[src/rtl/mdio_arbiter_if.sv]
// Requester-side and MDIO-master-side signals of the MDIO arbiter.
// The arbiter uses the slave modport; whoever drives requests and the master uses master.
interface mdio_arbiter_if #(
  parameter int unsigned N_REQ = 4
);
  localparam int unsigned IdW = (N_REQ > 1) ? $clog2(N_REQ) : 1;

  logic [N_REQ-1:0]    req;
  logic [32*N_REQ-1:0] req_data;
  logic [N_REQ-1:0]    ack;
  logic                err;
  logic [15:0]         rd_data;
  logic [IdW-1:0]      gnt_id;
  logic                busy;
  logic                mdio_start;
  logic [31:0]         t_data;
  logic                mdc;
  logic                data_rdy;
  logic [15:0]         rd_data_in;

  modport master (
    output req, req_data, mdc, data_rdy, rd_data_in,
    input  ack, err, rd_data, gnt_id, busy, mdio_start, t_data
  );

  modport slave (
    input  req, req_data, mdc, data_rdy, rd_data_in,
    output ack, err, rd_data, gnt_id, busy, mdio_start, t_data
  );
endinterface

[src/rtl/mdio_arbiter.sv]
// Round-robin arbiter sharing one MDIO master among N_REQ requesters: captures the granted
// frame, starts the master, detects completion or timeout and ACKs the owner.
module mdio_arbiter #(
  parameter int unsigned N_REQ       = 4,
  parameter int unsigned TIMEOUT_CYC = 4096
) (
  input logic           clk,
  input logic           rst_n,
  mdio_arbiter_if.slave bus
);
  localparam int unsigned IdW = (N_REQ > 1) ? $clog2(N_REQ) : 1;
  localparam int unsigned ToW = $clog2(TIMEOUT_CYC + 1);
  localparam logic [IdW-1:0] PtrRst = IdW'(N_REQ - 1);
  localparam logic [ToW-1:0] ToLast = ToW'(TIMEOUT_CYC - 1);

  typedef enum logic [2:0] {
    StIdle, StCheck, StStart, StWaitWr, StWaitRd, StDone
  } state_e;

  state_e         state_q, state_d;
  logic [IdW-1:0] ptr_q, ptr_d;
  logic [IdW-1:0] gnt_q, gnt_d;
  logic [31:0]    t_data_q, t_data_d;
  logic           err_q, err_d;
  logic [15:0]    rd_data_q, rd_data_d;
  logic [5:0]     rise_cnt_q, rise_cnt_d;
  logic [ToW-1:0] to_cnt_q, to_cnt_d;
  logic           mdc_q;
  logic           mdc_rise;
  logic           timed_out;
  logic           pick_valid;
  logic [IdW-1:0] pick_id;
  logic [IdW-1:0] idx;
  logic [1:0]     op;
  logic [31:0]    frames [N_REQ];

  for (genvar i = 0; i < N_REQ; i++) begin : g_frames
    assign frames[i] = bus.req_data[32*i +: 32];
  end

  assign mdc_rise  = bus.mdc & ~mdc_q;
  assign timed_out = (to_cnt_q == ToLast);
  assign op        = t_data_q[29:28];

  // Search starts just after the last owner, so the last owner has lowest priority.
  always_comb begin
    pick_valid = 1'b0;
    pick_id    = '0;
    idx        = '0;
    for (int unsigned k = 1; k <= N_REQ; k++) begin
      idx = IdW'((32'(ptr_q) + k) % N_REQ);
      if (!pick_valid && bus.req[idx]) begin
        pick_valid = 1'b1;
        pick_id    = idx;
      end
    end
  end

  always_comb begin
    state_d    = state_q;
    ptr_d      = ptr_q;
    gnt_d      = gnt_q;
    t_data_d   = t_data_q;
    err_d      = err_q;
    rd_data_d  = rd_data_q;
    rise_cnt_d = rise_cnt_q;
    to_cnt_d   = to_cnt_q;
    unique case (state_q)
      StIdle: begin
        if (pick_valid) begin
          gnt_d    = pick_id;
          t_data_d = frames[pick_id];
          state_d  = StCheck;
        end
      end
      StCheck: begin
        if (op == 2'b01 || op == 2'b10) begin
          state_d = StStart;
        end else begin
          err_d     = 1'b1;
          rd_data_d = 16'hFFFF;
          state_d   = StDone;
        end
      end
      StStart: begin
        rise_cnt_d = '0;
        to_cnt_d   = '0;
        state_d    = (op == 2'b10) ? StWaitRd : StWaitWr;
      end
      StWaitWr: begin
        to_cnt_d = to_cnt_q + 1'b1;
        if (mdc_rise) rise_cnt_d = rise_cnt_q + 6'd1;
        // Completion is tested first so it wins over a simultaneous timeout.
        if (mdc_rise && rise_cnt_q == 6'd31) begin
          err_d   = 1'b0;
          state_d = StDone;
        end else if (timed_out) begin
          err_d   = 1'b1;
          state_d = StDone;
        end
      end
      StWaitRd: begin
        to_cnt_d = to_cnt_q + 1'b1;
        if (bus.data_rdy) begin
          err_d     = 1'b0;
          rd_data_d = bus.rd_data_in;
          state_d   = StDone;
        end else if (timed_out) begin
          err_d     = 1'b1;
          rd_data_d = 16'hFFFF;
          state_d   = StDone;
        end
      end
      StDone: begin
        ptr_d   = gnt_q;
        state_d = StIdle;
      end
      default: state_d = StIdle;
    endcase
  end

  always_ff @(posedge clk or negedge rst_n) begin
    if (!rst_n) begin
      state_q    <= StIdle;
      ptr_q      <= PtrRst;
      gnt_q      <= '0;
      t_data_q   <= '0;
      err_q      <= 1'b0;
      rd_data_q  <= '0;
      rise_cnt_q <= '0;
      to_cnt_q   <= '0;
      mdc_q      <= 1'b0;
    end else begin
      state_q    <= state_d;
      ptr_q      <= ptr_d;
      gnt_q      <= gnt_d;
      t_data_q   <= t_data_d;
      err_q      <= err_d;
      rd_data_q  <= rd_data_d;
      rise_cnt_q <= rise_cnt_d;
      to_cnt_q   <= to_cnt_d;
      mdc_q      <= bus.mdc;
    end
  end

  always_comb begin
    bus.ack = '0;
    if (state_q == StDone) bus.ack[gnt_q] = 1'b1;
  end

  assign bus.busy       = (state_q != StIdle);
  assign bus.mdio_start = (state_q == StStart);
  assign bus.err        = err_q;
  assign bus.rd_data    = rd_data_q;
  assign bus.gnt_id     = gnt_q;
  assign bus.t_data     = t_data_q;
endmodule

[src/flat_wrapper.sv]
// flat-port wrapper written by rule: the top's interface ports become plain ports
module mdio_arbiter_flat 
#(
  parameter int unsigned N_REQ       = 4,
  parameter int unsigned TIMEOUT_CYC = 4096
)
  (clk, rst_n, bus_req, bus_req_data, bus_mdc, bus_data_rdy, bus_rd_data_in, bus_ack, bus_err, bus_rd_data, bus_gnt_id, bus_busy, bus_mdio_start, bus_t_data);
  mdio_arbiter_if #(.N_REQ(N_REQ)) bus_i ();
  input logic clk;
  input logic rst_n;
  input wire logic [$bits(bus_i.req)-1:0] bus_req;
  input wire logic [$bits(bus_i.req_data)-1:0] bus_req_data;
  input wire logic [$bits(bus_i.mdc)-1:0] bus_mdc;
  input wire logic [$bits(bus_i.data_rdy)-1:0] bus_data_rdy;
  input wire logic [$bits(bus_i.rd_data_in)-1:0] bus_rd_data_in;
  output wire logic [$bits(bus_i.ack)-1:0] bus_ack;
  output wire logic [$bits(bus_i.err)-1:0] bus_err;
  output wire logic [$bits(bus_i.rd_data)-1:0] bus_rd_data;
  output wire logic [$bits(bus_i.gnt_id)-1:0] bus_gnt_id;
  output wire logic [$bits(bus_i.busy)-1:0] bus_busy;
  output wire logic [$bits(bus_i.mdio_start)-1:0] bus_mdio_start;
  output wire logic [$bits(bus_i.t_data)-1:0] bus_t_data;
  assign bus_i.req = bus_req;
  assign bus_i.req_data = bus_req_data;
  assign bus_i.mdc = bus_mdc;
  assign bus_i.data_rdy = bus_data_rdy;
  assign bus_i.rd_data_in = bus_rd_data_in;
  assign bus_ack = bus_i.ack;
  assign bus_err = bus_i.err;
  assign bus_rd_data = bus_i.rd_data;
  assign bus_gnt_id = bus_i.gnt_id;
  assign bus_busy = bus_i.busy;
  assign bus_mdio_start = bus_i.mdio_start;
  assign bus_t_data = bus_i.t_data;
  mdio_arbiter #(.N_REQ(N_REQ), .TIMEOUT_CYC(TIMEOUT_CYC)) u_core (.clk(clk), .rst_n(rst_n), .bus(bus_i));
endmodule
[config.mk]
export PLATFORM = sky130hd
export DESIGN_NAME = mdio_arbiter_flat
export DESIGN_NICKNAME = d
export VERILOG_FILES = /design/src/rtl/mdio_arbiter_if.sv /design/src/rtl/mdio_arbiter.sv /design/src/flat_wrapper.sv
export SDC_FILE = /design/constraint.sdc
export NUM_CORES = 1
export LEC_CHECK = 0
export ABC_AREA = 1
export CELL_PAD_IN_SITES_DETAIL_PLACEMENT = 1
export CELL_PAD_IN_SITES_GLOBAL_PLACEMENT = 1
export CORE_ASPECT_RATIO = 0.5
export CORE_MARGIN = 2
export CORE_UTILIZATION = 32
export CTS_CLUSTER_DIAMETER = 200
export DETAILED_ROUTE_END_ITERATION = 6
export PLACE_DENSITY = 0.95
export SLEW_MARGIN = 20
export SYNTH_ARGS = -nofsm -noshare
export SYNTH_HDL_FRONTEND = slang
export SYNTH_SLANG_ARGS = --single-unit
[constraint.sdc]
create_clock -name clk -period 3.8 [get_ports clk]
set_input_delay 1.14 -clock clk [delete_from_list [all_inputs] [get_ports clk]]
set_output_delay 1.14 -clock clk [all_outputs]
set_load 0.05 [all_outputs]
==> flow_summary_export.csv, run 1 <==
group,metric,value,unit
cells_and_area,drive_gt1_frac,0.0540,
cells_and_area,antenna_cells,0,
timing,tightest_slew,0.771,ns
global_route,grt_util_all_layers,0.224,
clock_tree,cts_setup_buffers,0,
min_path,hold_depth,2,
timing,rsz0062_at_grt,"no",
placed_design,gp_congestion,0.806,
setup_path,crit_type,"flop to output pin",
setup_path,required,2.66,ns
clock_tree,path_clk_slew,0.06,ns
drt,post_drt_wl_per_cell,15.6,um
power,p_per_area,910,mW/mm^2
power,p_leak,4.11,nW
timing,min_period,3.58,ns
outcome,status,"complete, no violations",
drt,drcViolationCount,0,
cells_and_area,most-common-layout-cells,"255 x nand2_1, 207 x clkdlybuf4s50_1, 173 x inv_1, 148 x nand3_1, 74 x dfrtp_1",
global_route,grt-ovfl-total,0,
timing,clock_skew,0.00658,ns
yosys,synth_top_family_by_area,"simple AND/OR/NAND/NOR gates",
clock_tree,clk_path_buf_depth,2,
drt,vias_per_cell,4.86,
yosys,synth_simple_gate_area_frac,0.393,
global_route,antenna_found_initial,0,
timing,setup_viol,0,
clock_tree,cts_buffers,9,
setup_path,reg2regPathDepth,15,
yosys,synth_compound_area_frac,0.0553,
timing,relSlewSlack,0.486,
global_route,grt_pass1_vias,6476,
floorplanning,ios,209,
yosys,ys_seq_area_frac,0.364,
min_path,hold_class,"flop to flop",
yosys,yosysTopAreaCellShare,0.354,
drt,drtPass1Iterations,4,
setup_path,crit_path_end_kind,"output pin",
drt,initialDrtViolationCount,189,
floorplanning,num_rows,32,
floorplanning,die_w,185,um
cells_and_area,nets,1168,
floorplanning,initial_utilization,0.333,
drt,route.vias.total,6016,
clock_tree,cts_hold_buf,0,
clock_tree,root_buffer,"clkbuf_16",
cells_and_area,final_area,0.00776,sq mm
clock_tree,cts_tree,"built",
setup_path,arrival,2.44,ns
yosys,yosysTopAreaCell,"dfrtp_1",
flow_run,maxCapViolations,0,
placed_design,place_area,0.00742,sq mm
clock_tree,clk_latency,0.34,ns
global_route,grt_max_degree,77,
yosys,ys_types,34,
yosys,ys_warn_count,0,
cells_and_area,nFillCells,2028,
timing,hold_viol,0,
drt,drt_wl_total,19.4,mm
yosys,synth-xor-area-share,0.00167,
yosys,synth.mux.area_fraction,0,
yosys,syn_inst,822,
floorplanning,die_h,94.4,um
yosys,synth.area.top_cells,"dfrtp_1 35%, nand2_1 18%, nand3_1 14%",
placed_design,port_buffers,208,
power,irDropWorstVdd,0.512,mV
setup_path,start_kind,"flop",
clock_tree,clkSinkCount,76,
clock_tree,htree_levels,3,
cells_and_area,syn_to_final_growth,48.3,%
timing,fin_crit_sh,0.942,
floorplanning,die-area,0.0174,sq mm
timing,max_freq,279,MHz
clock_tree,cts_resized,0,
timing,slew_viol_final,0,
timing,setup_tns,0,ns
yosys,ys_ff_latch,76,
yosys,synthAdderAreaFrac,0.00718,
placed_design,dp_hpwl,14.3,mm
yosys,synth_area,0.00523,sq mm
global_route,grt_pass1_wl,31.0,mm
drt,final_antenna_net_count,0,
yosys,syn_avg_cell_area,6.36,sq um
floorplanning,core-area,0.0157,sq mm
setup_path,crit_fanout,5,
cells_and_area,mostFrequentLayoutCell,"nand2_1",
yosys,synth.net_count,977,
## cells by family (layout without fill, tap and decap cells)
| kind of cell | Yosys count | in the layout |
|---|---|---|
| flip-flops | 76 | 76 |
| AO/OA/AOI/OAI | 53 | 53 |
| adder cells (fa/ha/maj) | 3 | 3 |
| XOR/XNOR | 1 | 1 |
| buffers and inverters | 215 | 411 |
| AND/OR/NAND/NOR | 474 | 474 |
## final cells by class
class / count / area [sq um] / area share
Clock buffer: 9 / 225 / 0.0290
Inverter: 177 / 672 / 0.0866
Clock inverter: 7 / 105 / 0.0135
Sequential cell: 76 / 1900 / 0.245
Multi-Input combinational cell: 531 / 2390 / 0.308
Tap cell: 221 / 277 / 0.0356
Timing Repair Buffer: 218 / 2180 / 0.281
## worst paths after layout
path	slack, ns	start	end
min in group asynchronous	0.80	rst_n	u_core.bus.t_data[19]
setup reg to reg	1.40	u_core.ptr_q[0]	u_core.bus.t_data[23]
hold / removal	0.48	u_core.bus.t_data[9]	u_core.bus.t_data[9]
max in group asynchronous	2.43	rst_n	u_core.rise_cnt_q[1]
setup / recovery	0.22	u_core.state_q[0]	bus_ack[1]
hold reg to reg	0.48	u_core.bus.t_data[9]	u_core.bus.t_data[9]
## through the flow
step / cells / hold WS (ns) / total power [mW] / worst slack [ns] / util
floorplan: 822 / 0.434 / 4.79 / 0.723 / -
global placement: 1223 / 0.453 / 5.86 / 0.617 / 0.473
detailed placement: 1223 / 0.466 / 6.09 / 0.510 / 0.473
CTS: 1239 / 0.483 / 7.13 / 0.236 / 0.494
global route: 1239 / 0.497 / 7.63 / 0.0390 / 0.494
finish: 1239 / 0.479 / 7.06 / 0.221 / 0.494
## report_power, final
part           switching, mW  internal [mW]  leakage [nW]
clock network          0.381          0.587         0.159
registers              0.213           1.11         0.911
logic                   3.21           1.55          3.04
total                   3.81           3.25          4.11
## critical path, stage by stage, from the launching register on
cell             delay (ns)
dfrtp_1                0.39
inv_1                  0.09
nor3_1                 0.44
nand2_1                0.18
nor2_1                 0.18
clkdlybuf4s50_1        0.83
## state kept, by name, summed over array words and instances (netlist names)
register            cells
u_core.bus.err          1
u_core.bus.gnt_id       2
u_core.bus.rd_data     16
u_core.bus.t_data      32
u_core.mdc_q            1
u_core.ptr_q            2
u_core.rise_cnt_q       6
u_core.state_q          3
u_core.to_cnt_q        13
## cells in the mapped netlist
cell / n
clkbuf_1: 5
inv_6: 1
buf_6: 9
nand3_1: 148
nand4_1: 2
nand2_1: 256
nand3_2: 1
nand2_2: 16
o31ai_1: 1
nor2_4: 1
xor2_1: 1
nor3b_1: 1
inv_2: 1
nor4_2: 1
inv_4: 1
inv_1: 173
o21ai_1: 1
o22ai_1: 2
a21oi_1: 30
dfstp_2: 2
nor2_2: 2
nor4_1: 1
o221ai_1: 1
nand3b_1: 1
clkinv_1: 1
o21ai_0: 16
nor3_1: 5
nor2_1: 39
buf_4: 10
dfrtp_1: 74
ha_1: 3
a21oi_4: 1
a41oi_1: 1
buf_2: 14
## routing by layer
| metal | GRT usage | part of all wire | wire (um) |
|---|---|---|---|
| met1 | 0.238 | 0.38 | 7400 |
| met5 | 0 | 0 | 0 |
| met4 | 0.128 | 0.059 | 1140 |
| met3 | 0.0486 | 0.042 | 819 |
| met2 | 0.416 | 0.52 | 10000 |
(Power assumes the default switching activity.)
==> run 2, diff against run 1 <==
--- a/config.mk
+++ b/config.mk
@@ -6,6 +6,7 @@
 export NUM_CORES = 1
 export LEC_CHECK = 0
 export ABC_AREA = 1
+export CAP_MARGIN = 20
 export CELL_PAD_IN_SITES_DETAIL_PLACEMENT = 1
 export CELL_PAD_IN_SITES_GLOBAL_PLACEMENT = 1
 export CORE_ASPECT_RATIO = 0.5
@@ -14,7 +15,6 @@
 export CTS_CLUSTER_DIAMETER = 200
 export DETAILED_ROUTE_END_ITERATION = 6
 export PLACE_DENSITY = 0.95
-export SLEW_MARGIN = 20
 export SYNTH_ARGS = -nofsm -noshare
 export SYNTH_HDL_FRONTEND = slang
 export SYNTH_SLANG_ARGS = --single-unit
==> run 2 against run 1 <==
Net effect:
- sequential power about the same
- maximum frequency barely moved
- design area is 0.31% higher
- hold slack better by 0.00061 ns
- combinational power about the same
- routed wire length increased by 0.14%
- register-to-register slack barely moved
- flip-flop and latch count did not move
- cell count about the same
- total power grew 0.11%
- critical path type unchanged
==> flow_summary_export.csv, run 2 (synthesized netlist as in run 1, its figures left out) <==
group,metric,value,unit
timing,tightest_slew,0.607,ns
clock_tree,clkSinkCount,76,
timing,setup_tns,0,ns
timing,slew_viol_final,0,
setup_path,arrival,2.44,ns
global_route,grt_max_degree,77,
setup_path,r2r_setup_slack,1.39,ns
setup_path,cp_slowest_stage_delay,0.83,ns
cells_and_area,syn_to_final_growth,48.8,%
global_route,grt_pass1_vias,6476,
global_route,met2_usage,0.416,
cells_and_area,most-common-layout-cells,"255 x nand2_1, 207 x clkdlybuf4s50_1, 173 x inv_1, 148 x nand3_1, 74 x dfrtp_1",
setup_path,worstReg2RegStart,"u_core.ptr_q[0]",
floorplanning,die_w,185,um
global_route,grtUsageMet1,0.238,
drt,drtPass1Iterations,4,
timing,min_period,3.58,ns
drt,post_drt_wl_per_cell,15.6,um
clock_tree,cts_buffers,9,
global_route,top_usage_layer,"met2",
min_path,hold_class,"flop to flop",
clock_tree,cts_tree,"built",
clock_tree,htree_levels,3,
cells_and_area,antenna_cells,0,
floorplanning,die_h,94.4,um
power,comb_power_share,0.676,
setup_path,path_depth,5,
cells_and_area,drive_gt1_frac,0.0550,
floorplanning,ios,209,
placed_design,pre_cts_ws,0.510,ns
clock_tree,path_clk_slew,0.06,ns
timing,max_freq,279,MHz
power,p_total,7.06,mW
timing,hold_viol,0,
power,p_sw,3.81,mW
setup_path,critPathBufInv,2,
timing,setup_viol,0,
floorplanning,core-area,0.0157,sq mm
power,p_per_area,908,mW/mm^2
drt,initialDrtViolationCount,202,
cells_and_area,nets,1169,
power,power.internal,3.25,mW
drt,drcViolationCount,0,
global_route,grt-ovfl-total,0,
timing,relSlewSlack,0.595,
timing,fin_crit_sh,0.942,
floorplanning,initial_utilization,0.333,
floorplanning,num_rows,32,
drt,final_antenna_net_count,0,
setup_path,required,2.66,ns
placed_design,dp.cells,1223,
placed_design,dp_hpwl,14.3,mm
global_route,grt_util_met3,0.0486,
clock_tree,root_buffer,"clkbuf_16",
cells_and_area,fin_cells,1240,
global_route,antenna_found_initial,0,
clock_tree,cts_setup_buffers,0,
timing,rsz0062_at_grt,"no",
timing,layout_setup_ws,0.219,ns
placed_design,port_buffers,208,
power,seq_power_share,0.187,
floorplanning,die-area,0.0174,sq mm
setup_path,start_kind,"flop",
power,swShare,0.540,
setup_path,crit_path_end_kind,"output pin",
setup_path,r2r_end,"u_core.bus.t_data[23]",
setup_path,crit_end,"bus_ack[1]",
cells_and_area,largest_register_ffs,32,
setup_path,crit_family,"buffers and inverters",
global_route,grt_pass1_wl,31.0,mm
clock_tree,cts_resized,0,
clock_tree,clk_latency,0.34,ns
setup_path,crit_slowest_cell,"clkdlybuf4s50_1",
power,irDropWorstVdd,0.512,mV
global_route,grt_util_all_layers,0.224,
clock_tree,cts_hold_buf,0,
min_path,hold_depth,2,
setup_path,reg2regPathDepth,15,
setup_path,critical_path.cell_chain,"inv_1 > nor3_1 > nand2_1 > nor2_1 > clkdlybuf4s50_1",
timing,clock_skew,0.00607,ns
cells_and_area,nFillCells,2026,
placed_design,gp_congestion,0.806,
drt,vias_per_cell,4.83,
setup_path,crit_type,"flop to output pin",
clock_tree,clk_path_buf_depth,2,
flow_run,maxCapViolations,0,
cells_and_area,fin_util,0.496,
setup_path,crit_fanout,5,
drt,drt_wl_total,19.4,mm
power,p_leak,4.12,nW
setup_path,cp-startpoint,"u_core.state_q[0]",
drt,route.vias.total,5986,
power,clkPwrFrac,0.137,
outcome,status,"complete, no violations",
cells_and_area,mostFrequentLayoutCell,"nand2_1",
[run 2: power groups by stage]
stage	clock (mW)	combinational [mW]	sequential (mW)
2_1_floorplan	0	2.79	2.00
3_3_place_gp	0	4.56	1.30
3_5_place_dp	0	4.77	1.32
4_1_cts	0.995	4.81	1.32
5_1_grt	1.02	5.26	1.35
6_report	0.968	4.78	1.32
[run 2: area by class of cell]
| cell class | count | area [sq um] | area share |
|---|---|---|---|
| Inverter | 177 | 672 | 0.0863 |
| Tap cell | 221 | 277 | 0.0355 |
| Timing Repair Buffer | 219 | 2210 | 0.284 |
| Multi-Input combinational cell | 531 | 2390 | 0.307 |
| Clock buffer | 9 | 225 | 0.0289 |
| Clock inverter | 7 | 105 | 0.0135 |
| Sequential cell | 76 | 1900 | 0.245 |
[run 2: routing by layer]
metal	vias to the layer above	part of all wire	routed length [um]
met5	-	0	0
li1	2881	-	-
met1	2879	0.39	7490
met4	0	0.059	1150
met3	81	0.039	756
met2	145	0.52	10000
[run 2: worst register-to-register path, cell delays in order, from the launching register on]
cell	delay, ns
dfstp_2	0.65
inv_6	0.08
nand2_1	0.07
nand2_1	0.10
nand2_2	0.11
nand2_2	0.08
nor2_4	0.09
nand2_1	0.07
nor2_2	0.15
nand2_1	0.09
nand2_2	0.36
buf_12	0.23
nand3_1	0.08
nand2_1	0.06
nand2_1	0.05
nand2_1	0.07
[run 2: worst min-delay path by stage]
stage                                     from                   end  slack (ns)
after floorplan           u_core.rise_cnt_q[5]  u_core.rise_cnt_q[5]        0.43
after global routing      u_core.bus.t_data[7]  u_core.bus.t_data[7]        0.50
after detailed placement   u_core.to_cnt_q[11]   u_core.to_cnt_q[11]        0.47
after global placement     u_core.to_cnt_q[11]   u_core.to_cnt_q[11]        0.45
after CTS                 u_core.rise_cnt_q[5]  u_core.rise_cnt_q[5]        0.48
final                     u_core.bus.t_data[9]  u_core.bus.t_data[9]        0.48
[run 2: stage by stage]
stage                     area [sq um]  hold WS, ns
after floorplan                   5230        0.434
after global placement            7420        0.453
after detailed placement          7420        0.466
after CTS                         7750        0.483
after global routing              7780        0.497
final                             7780        0.479
==> run 3, diff against run 2 <==
--- a/config.mk
+++ b/config.mk
@@ -6,7 +6,6 @@
 export NUM_CORES = 1
 export LEC_CHECK = 0
 export ABC_AREA = 1
-export CAP_MARGIN = 20
 export CELL_PAD_IN_SITES_DETAIL_PLACEMENT = 1
 export CELL_PAD_IN_SITES_GLOBAL_PLACEMENT = 1
 export CORE_ASPECT_RATIO = 0.5
==> run 3 against run 2 <==
Net effect:
- hold slack worse by 0.00061 ns
- global-route usage stayed put
- clock power hardly changed
- utilization is 0.18 points lower
- cell count hardly changed
- critical path depth stayed put
- clock skew is 0.00058 ns higher
- total power is 0.21% lower
- routed wire length is 0.35% lower
- worst setup slack better by 0.0067 ns
- critical endpoint unchanged
- largest cell class unchanged
- highest routed layer unchanged
==> flow_summary_export.csv, run 3 (synthesized netlist as in run 1, its figures left out) <==
group,metric,value,unit
floorplanning,die_w,185,um
min_path,hold_class,"flop to flop",
drt,post_drt_wl_per_cell,15.6,um
timing,min_period,3.57,ns
timing,relSlewSlack,0.304,
power,p_per_area,909,mW/mm^2
clock_tree,cts_resized,0,
timing,fin_crit_sh,0.941,
timing,tightest_slew,1.04,ns
timing,slew_viol_final,0,
setup_path,critical_path.cell_chain,"inv_1 > nor3_1 > nand2_1 > nor2_1 > clkdlybuf4s50_1",
floorplanning,die_h,94.4,um
cells_and_area,drive_gt1_frac,0.0540,
timing,setup_viol,0,
setup_path,crit_type,"flop to output pin",
timing,rsz0062_at_grt,"no",
global_route,grt_util_all_layers,0.224,
cells_and_area,nets,1168,
drt,vias_per_cell,4.86,
cells_and_area,most-common-layout-cells,"255 x nand2_1, 207 x clkdlybuf4s50_1, 173 x inv_1, 148 x nand3_1, 74 x dfrtp_1",
floorplanning,ios,209,
clock_tree,cts_setup_buffers,0,
cells_and_area,antenna_cells,0,
outcome,status,"complete, no violations",
timing,setup_tns,0,ns
drt,initialDrtViolationCount,191,
setup_path,start_kind,"flop",
setup_path,r2r_setup_slack,1.40,ns
global_route,grt_pass1_vias,6476,
placed_design,dp_hpwl,14.3,mm
drt,route.vias.total,6020,
setup_path,arrival,2.43,ns
cells_and_area,fin_util,0.494,
timing,clock_skew,0.00665,ns
clock_tree,clk_path_buf_depth,2,
global_route,grt_max_degree,77,
clock_tree,clk_latency,0.34,ns
flow_run,maxCapViolations,0,
clock_tree,cts_hold_buf,0,
cells_and_area,final_area,0.00775,sq mm
timing,max_freq,280,MHz
power,irDropWorstVdd,0.508,mV
setup_path,crit_path_end_kind,"output pin",
cells_and_area,syn_to_final_growth,48.3,%
placed_design,port_buffers,208,
placed_design,gp_congestion,0.806,
setup_path,crit_fanout,5,
timing,hold_viol,0,
global_route,grt-ovfl-total,0,
floorplanning,die-area,0.0174,sq mm
floorplanning,num_rows,32,
setup_path,reg2regPathDepth,15,
drt,drt_wl_total,19.3,mm
setup_path,cp_slowest_stage_delay,0.83,ns
drt,drtPass1Iterations,4,
drt,final_antenna_net_count,0,
clock_tree,root_buffer,"clkbuf_16",
cells_and_area,mostFrequentLayoutCell,"nand2_1",
clock_tree,path_clk_slew,0.06,ns
cells_and_area,largest_register_ffs,32,
setup_path,worstReg2RegStart,"u_core.ptr_q[0]",
setup_path,required,2.66,ns
global_route,grt_pass1_wl,31.0,mm
drt,drcViolationCount,0,
clock_tree,htree_levels,3,
power,p_leak,4.11,nW
min_path,hold_depth,2,
floorplanning,core-area,0.0157,sq mm
setup_path,crit_slowest_cell,"clkdlybuf4s50_1",
placed_design,place_area,0.00742,sq mm
global_route,antenna_found_initial,0,
min_path,holdPathEnd,"u_core.bus.t_data[9]",
clock_tree,cts_buffers,9,
clock_tree,clkSinkCount,76,
setup_path,cp-startpoint,"u_core.state_q[0]",
min_path,min-delay-start,"u_core.bus.t_data[9]",
clock_tree,cts_tree,"built",
setup_path,r2r_end,"u_core.bus.t_data[23]",
floorplanning,initial_utilization,0.333,
run 3: metrics by stage:
step                total power [mW]  worst slack [ns]  cells  hold slack [ns]
global route                    7.63            0.0390   1239            0.497
CTS                             7.13             0.236   1239            0.483
floorplan                       4.79             0.723    822            0.434
finish                          7.05             0.225   1239            0.479
detailed placement              6.09             0.510   1223            0.466
global placement                5.86             0.617   1223            0.453
run 3: cell type report:
cell class / count / area [sq um]
Tap cell: 221 / 277
Fill cell: 2028 / 7940
Sequential cell: 76 / 1900
Timing Repair Buffer: 218 / 2180
Clock buffer: 9 / 225
Multi-Input combinational cell: 531 / 2390
Clock inverter: 7 / 105
Inverter: 177 / 672
run 3: worst max-delay path by stage:
stage | end | depth (start not counted)
final | bus_ack[1] | 5
after global routing | bus_ack[1] | 5
after CTS | bus_ack[1] | 5
after detailed placement | u_core.bus.t_data[7] | 15
after global placement | u_core.bus.t_data[22] | 14
after floorplan | bus_ack[0] | 3
run 3: layer usage:
| layer | routed length, um | GRT usage | vias to the layer above |
|---|---|---|---|
| met5 | 0 | 0 | - |
| met4 | 1140 | 0.128 | 0 |
| met3 | 830 | 0.0486 | 79 |
| met2 | 10000 | 0.416 | 164 |
| met1 | 7340 | 0.238 | 2898 |
| li1 | - | - | 2879 |
run 3: where the power goes:
| part | total [mW] | internal [mW] | switching, mW |
|---|---|---|---|
| Clock | 0.968 | 0.587 | 0.381 |
| Combinational | 4.76 | 1.55 | 3.21 |
| Sequential | 1.32 | 1.11 | 0.212 |
run 3: worst max-delay path, delay by kind of cell (launching register included):
kind,cells,cell delay (ns)
DFF,1,0.39
and+or+nand+nor,3,0.79
buffers and inverters,2,0.92
